<file path="src/rtl/data_memory_arbiter.sv">
// Shares one data RAM port between the core load/store unit and the loader.
// Optional grant/starvation statistics are built when ARB_STATS_EN is defined.
module data_memory_arbiter #(
    parameter int DATA_WIDTH   = 32,
    parameter int ADDR_WIDTH   = 32,
    parameter int STARVE_LIMIT = 4,
    parameter int LOCK_MAX     = 8
) (
    input  logic                  clk,
    input  logic                  reset,
    input  logic                  cpu_req,
    input  logic                  cpu_we,
    input  logic [ADDR_WIDTH-1:0] cpu_addr,
    input  logic [DATA_WIDTH-1:0] cpu_wdata,
    output logic                  cpu_gnt,
    output logic                  cpu_stall,
    output logic                  cpu_rvalid,
    output logic [DATA_WIDTH-1:0] cpu_rdata,
    input  logic                  ldr_req,
    input  logic                  ldr_we,
    input  logic [ADDR_WIDTH-1:0] ldr_addr,
    input  logic [DATA_WIDTH-1:0] ldr_wdata,
    input  logic                  ldr_lock,
    output logic                  ldr_gnt,
    output logic                  ldr_rvalid,
    output logic [DATA_WIDTH-1:0] ldr_rdata,
    output logic                  mem_we,
    output logic                  mem_re,
    output logic [ADDR_WIDTH-1:0] mem_addr,
    output logic [DATA_WIDTH-1:0] mem_wdata,
    input  logic [DATA_WIDTH-1:0] mem_rdata
`ifdef ARB_STATS_EN
    ,
    output logic [15:0]           cpu_gnt_count,
    output logic [15:0]           ldr_gnt_count,
    output logic [7:0]            starve_event_count
`endif
);

    localparam logic [3:0] SL = 4'(STARVE_LIMIT);
    localparam logic [7:0] LM = 8'(LOCK_MAX);

    typedef enum logic [1:0] {IDLE, LDR_LOCK, CPU_FAIR} state_t;

    state_t     r_state;
    logic [3:0] r_starve_cnt;
    logic [7:0] r_lock_cnt;
    logic       r_cpu_rvalid;
    logic       r_ldr_rvalid;
    logic [DATA_WIDTH-1:0] r_cpu_rdata;
    logic [DATA_WIDTH-1:0] r_ldr_rdata;

    logic w_starved;
    logic w_cpu_win;
    logic w_ldr_win;
    logic w_lock_last;

    assign w_starved   = (r_starve_cnt == SL);
    assign w_lock_last = (r_lock_cnt == LM - 8'd1);

    always_comb begin
        w_cpu_win = 1'b0;
        w_ldr_win = 1'b0;
        unique case (r_state)
            IDLE: begin
                if (ldr_req && w_starved) w_ldr_win = 1'b1;
                else if (cpu_req)         w_cpu_win = 1'b1;
                else if (ldr_req)         w_ldr_win = 1'b1;
            end
            LDR_LOCK: w_ldr_win = ldr_req;
            CPU_FAIR: begin
                if (cpu_req) w_cpu_win = 1'b1;
                else         w_ldr_win = ldr_req;
            end
            default: ;
        endcase
        // Reset silences every output immediately, not just at the next edge
        if (reset) begin
            w_cpu_win = 1'b0;
            w_ldr_win = 1'b0;
        end
    end

    assign cpu_gnt    = w_cpu_win;
    assign ldr_gnt    = w_ldr_win;
    assign cpu_stall  = cpu_req & ~w_cpu_win & ~reset;
    assign cpu_rvalid = r_cpu_rvalid;
    assign ldr_rvalid = r_ldr_rvalid;
    assign cpu_rdata  = r_cpu_rdata;
    assign ldr_rdata  = r_ldr_rdata;

    assign mem_we    = (w_cpu_win & cpu_we) | (w_ldr_win & ldr_we);
    assign mem_re    = (w_cpu_win & ~cpu_we) | (w_ldr_win & ~ldr_we);
    assign mem_addr  = w_cpu_win ? cpu_addr  : (w_ldr_win ? ldr_addr  : '0);
    assign mem_wdata = w_cpu_win ? cpu_wdata : (w_ldr_win ? ldr_wdata : '0);

    always_ff @(posedge clk or posedge reset) begin
        if (reset) begin
            r_state      <= IDLE;
            r_starve_cnt <= '0;
            r_lock_cnt   <= '0;
        end else begin
            if (w_ldr_win)
                r_starve_cnt <= '0;
            else if (ldr_req && !w_starved)
                r_starve_cnt <= r_starve_cnt + 4'd1;

            unique case (r_state)
                IDLE: begin
                    if (w_ldr_win && ldr_lock) begin
                        r_state    <= (LM == 8'd1) ? CPU_FAIR : LDR_LOCK;
                        r_lock_cnt <= 8'd1;
                    end
                end
                LDR_LOCK: begin
                    if (!ldr_lock || !ldr_req) begin
                        r_state    <= IDLE;
                        r_lock_cnt <= '0;
                    end else if (w_lock_last) begin
                        r_state    <= CPU_FAIR;
                        r_lock_cnt <= '0;
                    end else begin
                        r_lock_cnt <= r_lock_cnt + 8'd1;
                    end
                end
                CPU_FAIR: begin
                    r_state    <= IDLE;
                    r_lock_cnt <= '0;
                end
                default: r_state <= IDLE;
            endcase
        end
    end

    always_ff @(posedge clk or posedge reset) begin
        if (reset) begin
            r_cpu_rvalid <= 1'b0;
            r_ldr_rvalid <= 1'b0;
            r_cpu_rdata  <= '0;
            r_ldr_rdata  <= '0;
        end else begin
            r_cpu_rvalid <= w_cpu_win & ~cpu_we;
            r_ldr_rvalid <= w_ldr_win & ~ldr_we;
            if (w_cpu_win && !cpu_we) r_cpu_rdata <= mem_rdata;
            if (w_ldr_win && !ldr_we) r_ldr_rdata <= mem_rdata;
        end
    end

`ifdef ARB_STATS_EN
    logic [15:0] r_cpu_gnt_count;
    logic [15:0] r_ldr_gnt_count;
    logic [7:0]  r_starve_event_count;
    logic        w_starve_hit;

    assign w_starve_hit = ldr_req & ~w_ldr_win & (r_starve_cnt == SL - 4'd1);

    always_ff @(posedge clk or posedge reset) begin
        if (reset) begin
            r_cpu_gnt_count      <= '0;
            r_ldr_gnt_count      <= '0;
            r_starve_event_count <= '0;
        end else begin
            if (w_cpu_win && r_cpu_gnt_count != 16'hFFFF)
                r_cpu_gnt_count <= r_cpu_gnt_count + 16'd1;
            if (w_ldr_win && r_ldr_gnt_count != 16'hFFFF)
                r_ldr_gnt_count <= r_ldr_gnt_count + 16'd1;
            if (w_starve_hit && r_starve_event_count != 8'hFF)
                r_starve_event_count <= r_starve_event_count + 8'd1;
        end
    end

    assign cpu_gnt_count      = r_cpu_gnt_count;
    assign ldr_gnt_count      = r_ldr_gnt_count;
    assign starve_event_count = r_starve_event_count;
`endif

endmodule

</file>
<file path="config.mk">
export PLATFORM = sky130hd
export DESIGN_NAME = data_memory_arbiter
export DESIGN_NICKNAME = d
export VERILOG_FILES = /design/src/rtl/data_memory_arbiter.sv
export SDC_FILE = /design/constraint.sdc
export NUM_CORES = 1
export LEC_CHECK = 0
export ABC_AREA = 1
export CAP_MARGIN = 10
export CELL_PAD_IN_SITES_DETAIL_PLACEMENT = 1
export CELL_PAD_IN_SITES_GLOBAL_PLACEMENT = 1
export CORE_AREA = 2 2 156 127
export CTS_CLUSTER_DIAMETER = 60
export DETAILED_ROUTE_END_ITERATION = 10
export DIE_AREA = 0 0 158 129
export PLACE_DENSITY = 0.83
export RECOVER_POWER = 25
export SYNTH_ARGS = -nofsm -noshare
export SYNTH_HDL_FRONTEND = slang
export SYNTH_SLANG_ARGS = --single-unit
</file>
<file path="constraint.sdc">
create_clock -name clk -period 2.8 [get_ports clk]
set_clock_uncertainty 0.05 [all_clocks]
set_input_delay 0.56 -clock clk [delete_from_list [all_inputs] [get_ports clk]]
set_output_delay 0.56 -clock clk [all_outputs]
set_load 0.02 [all_outputs]
</file>
==> impl_metrics.sql <==
INSERT INTO impl_metrics (metric_group, metric, value, unit) VALUES
('power', 'power.internal', '4.32', 'mW'),
('timing', 'fin_tns_setup', '0', 'ns'),
('global_route', 'final_global_route_overflow_total', '0', ''),
('global_route', 'vias_in_the_first_global_route', '5592', ''),
('clocking', 'tritoncts_clock_tree', 'built', ''),
('synth', 'synth.yosys.warnings', '0', ''),
('floorplan', 'start_util', '23.6', '%'),
('power', 'netSwitchingPower', '3.29', 'mW'),
('clocking', 'ctsRootBufferMaster', 'clkbuf_16', ''),
('run', 'maxCapViolCount', '0', ''),
('timing', 'hold_ws', '0.427', 'ns'),
('synth', 'synth_seq_cells', '80', ''),
('timing', 'timing.slew.headroom', '14.1', '%'),
('floorplan', 'io_pins', '302', ''),
('global_route', 'grtUsageTotal', '20.2', '%'),
('worst_setup_path', 'start_to_end_type_of_the_worst_setup_path', 'reg -> out', ''),
('power', 'pwr_density_cell', '916', 'nW/µm²'),
('synth', 'yosys-top-cells-area', 'dfrtp_1 45%, nand2_1 24%, o21ai_0 10%, inv_1 3.4%, o21ai_2 2.8%', ''),
('synth', 'syn_nets', '785', ''),
('detailed_routing', 'drc', '0', ''),
('detailed_routing', 'final_antenna_net_count', '0', ''),
('power', 'power_frac_seq', '25.4', '%'),
('worst_setup_path', 'setup.worst_path.start_class', 'flip-flop', ''),
('synth', 'synth_area', '4440', 'µm²'),
('power', 'power.combinational.fraction', '59.8', '%'),
('timing', 'final_hold_viol_count', '0', ''),
('floorplan', 'floorplan.die_area', '20400', 'µm²'),
('power', 'power.total', '7.60', 'mW'),
('global_route', 'grt_first_pass_wirelength', '31500', 'µm'),
('hold_path', 'worst_hold_path_type', 'reg -> reg', ''),
('finish', 'final_net_count', '1124', ''),
('synth', 'netlist.area_leader.share', '45.1', '%'),
('power', 'power.static_leakage', '4.02', 'nW'),
('worst_setup_path', 'sort_of_element_at_the_end_of_the_critical_path', 'output port', ''),
('synth', 'syn-instance-count', '611', ''),
('clocking', 'worst_setup_hold_path_clk_slew', '0.06', 'ns'),
('synth', 'synth.lib_cells_used.distinct', '26', ''),
('timing', 'finalCritPeriodShare', '97.8', '%'),
('timing', 'max_slew.worst_pin.slew', '1.28', 'ns'),
('floorplan', 'core.rowCount', '45', ''),
('synth', 'synth.yosys.seq_area_share', '45.1', '%'),
('floorplan', 'placeableCoreArea', '18800', 'µm²'),
('power', 'power.clock.fraction', '14.7', '%'),
('detailed_routing', 'routedWlPerCell', '17.7', 'µm'),
('placed_design', 'dp_hpwl', '16600', 'µm'),
('finish', 'n_fill_cell', '2324', ''),
('timing', 'achievable-frequency', '365', 'MHz'),
('clocking', 'tritoncts_num_sinks', '80', ''),
('synth', 'number_of_synthesized_flops_with_an_enable_pin', '0', ''),
('floorplan', 'die-height', '129', 'µm'),
('timing', 'final.min_clock_period', '2.74', 'ns'),
('worst_setup_path', 'critPathMaxFanout', '8', ''),
('synth', 'synth-main-ff-cell', 'dfrtp_1', ''),
('placed_design', 'place.gp.congestion', '0.834', ''),
('timing', 'unrepaired_setup_endpoints_after_global_routing', 'yes', ''),
('detailed_routing', 'postRouteWirelength', '21500', 'µm'),
('synth', 'synth.largest_area_cell', 'dfrtp_1', ''),
('worst_setup_path', 'cp_data_required_time', '2.19', 'ns'),
('clocking', 'worst_skew_pair.late_latency', '0.33', 'ns'),
('finish', 'end_of_flow_core_utilization', '44.1', '%'),
('synth', 'synth.avg_cell_area', '7.27', 'µm²'),
('global_route', 'initial_antenna_violation_count', '3', ''),
('floorplan', 'fp.dieW', '158', 'µm'),
('worst_setup_path', 'critPathArrivalTime', '2.13', 'ns'),
('timing', 'final-max-slew-violation-count', '0', ''),
('clocking', 'cts_made_buffers', '9', ''),
('finish', 'layout-area-overhead-vs-synth', '86.9', '%'),
('detailed_routing', 'drt_iter0_drc', '236', ''),
('placed_design', 'port_buffers', '301', ''),
('power', 'p_sw_share', '43.3', '%'),
('power', 'max-vdd-ir-drop', '0.000513', 'V'),
('synth', 'async_flop_share', '100', '%'),
('clocking', 'cts.htree.levels', '3', ''),
('timing', 'postLayoutSetupSlackWorst', '0.0612', 'ns'),
('clocking', 'max-clock-path-buffers', '2', ''),
('placed_design', 'pre_cts_slack', '-0.545', 'ns'),
('detailed_routing', 'post_drt_via_cell_ratio', '4.44', ''),
('detailed_routing', 'route.vias.total', '5400', ''),
('finish', 'ratio_of_cells_with_drive_above_1_in_the_final_layout', '19.2', '%'),
('global_route', 'maximum_number_of_pins_on_one_net_before_global_route_repair', '54', ''),
('detailed_routing', 'drt_pre_antenna_iters', '4', ''),
('outcome', 'result_of_the_run', 'finished, final reports clean', ''),
('timing', 'setup_viol', '0', '');
## logic make-up after synthesis
| logic type | after synthesis | synth area share (%) |
|---|---|---|
| AOI/OAI and AO/OA | 111 | 13.7 |
| xor gates and xnor gates | 4 | 0.789 |
| adders and majority gates | 7 | 1.97 |
| buffers and inverters | 78 | 8.93 |
| DFF | 80 | 45.1 |
| and+or+nand+nor | 331 | 29.5 |
## power groups by stage
stage	sequential, mW	combinational, mW	clock (mW)
after floorplan	2.44	1.57	0
after global placement	1.91	4.40	0
after detailed placement	1.94	4.48	0
after CTS	1.94	4.48	1.16
after global routing	1.99	4.90	1.22
final	1.94	4.55	1.12
## through the flow
step,cells,cell area [µm²]
after floorplan,611,4440
after detailed placement,1187,8010
final,1215,8300
after global placement,1187,8010
after global routing,1214,8300
after CTS,1206,8250
## routing by layer
metal,share of wire [%],vias up,routed length [µm],GRT usage [%]
met3,10,42,2170,8.93
met5,0.060,-,13,0
met4,2.8,2,609,6.84
li1,-,2605,-,-
met1,39,2531,8340,22.4
met2,48,220,10400,34.9
## worst max-delay path, cell delays in order, from the launching register on
cell     delay [ns]
dfrtp_1        0.40
inv_2          0.09
ha_4           0.14
nand4_1        0.09
nand2_1        0.11
nand2_2        0.10
nand2_8        0.14
buf_4          0.16
buf_4          0.14
nand2_1        0.06
o21ai_0        0.17
buf_2          0.20
## cell usage in the layout, fill, tap and decap left out, types with 3 or more instances in the layout
cell type / synthesis / layout
buf_6: 7 / 6
clkdlybuf4s15_2: 0 / 5
nand2_1: 283 / 280
inv_2: 1 / 6
o21ai_2: 14 / 17
nand2_8: 1 / 3
inv_6: 1 / 3
o21ai_1: 7 / 16
dfrtp_1: 80 / 78
clkdlybuf4s50_1: 0 / 229
nor3_1: 3 / 3
clkbuf_2: 0 / 4
buf_4: 7 / 49
dlygate4sd2_1: 0 / 5
nor2_1: 16 / 14
clkinvlp_4: 0 / 3
inv_1: 40 / 33
buf_12: 0 / 6
xor2_1: 3 / 3
clkbuf_16: 0 / 11
buf_2: 12 / 50
nand2_4: 1 / 3
nand3_1: 23 / 23
ha_1: 7 / 4
clkbuf_1: 8 / 3
o21ai_0: 89 / 75
## cell type report
cell class / count / area [µm²] / share of cell area (%)
diodes: 2 / 5.00 / 0.0603
clock buffers: 11 / 243 / 2.93
clock inverters: 5 / 40.0 / 0.483
inverters: 44 / 191 / 2.31
multi-input cells: 454 / 2160 / 26.1
flip-flops and latches: 80 / 2000 / 24.2
well taps: 258 / 323 / 3.89
repair buffers: 361 / 3330 / 40.1
## cells in the mapped netlist, types with 7 or more instances
library cell  count
o21ai_1           7
o21ai_0          89
inv_1            40
buf_2            12
nand2_1         283
ha_1              7
clkbuf_1          8
o21ai_2          14
nand3_1          23
dfrtp_1          80
buf_6             7
buf_4             7
nor2_1           16
## worst paths after layout
kind                                 start              end  slack [ns]  cells after the start
min                           cpu_rdata[0]     cpu_rdata[0]        0.43                      2
max reg2reg                     r_state[0]     ldr_rdata[3]        0.30                     14
min in group asynchronous            reset  r_starve_cnt[2]        0.80                      3
max                        r_starve_cnt[0]     mem_wdata[2]        0.06                     11
max in group asynchronous            reset    ldr_rdata[30]        0.69                      4
min reg2reg                   cpu_rdata[0]     cpu_rdata[0]        0.43                      2
## sequential cells by signal (all words and copies together) (netlist names)
register      count
r_starve_cnt      4
r_lock_cnt        8
ldr_rdata        32
ldr_rvalid        1
cpu_rdata        32
cpu_rvalid        1
r_state           2
## timing repair
action | in CTS | in global routing
pin swaps | 4 | 7
hold buffers | 0 | 0
resized for setup | 313 | 41
setup buffers | 2 | 6
gates cloned | 1 | 3
endpoints found under the setup margin | 69 | 46
Note: power is estimated with default switching activity, not from simulation.
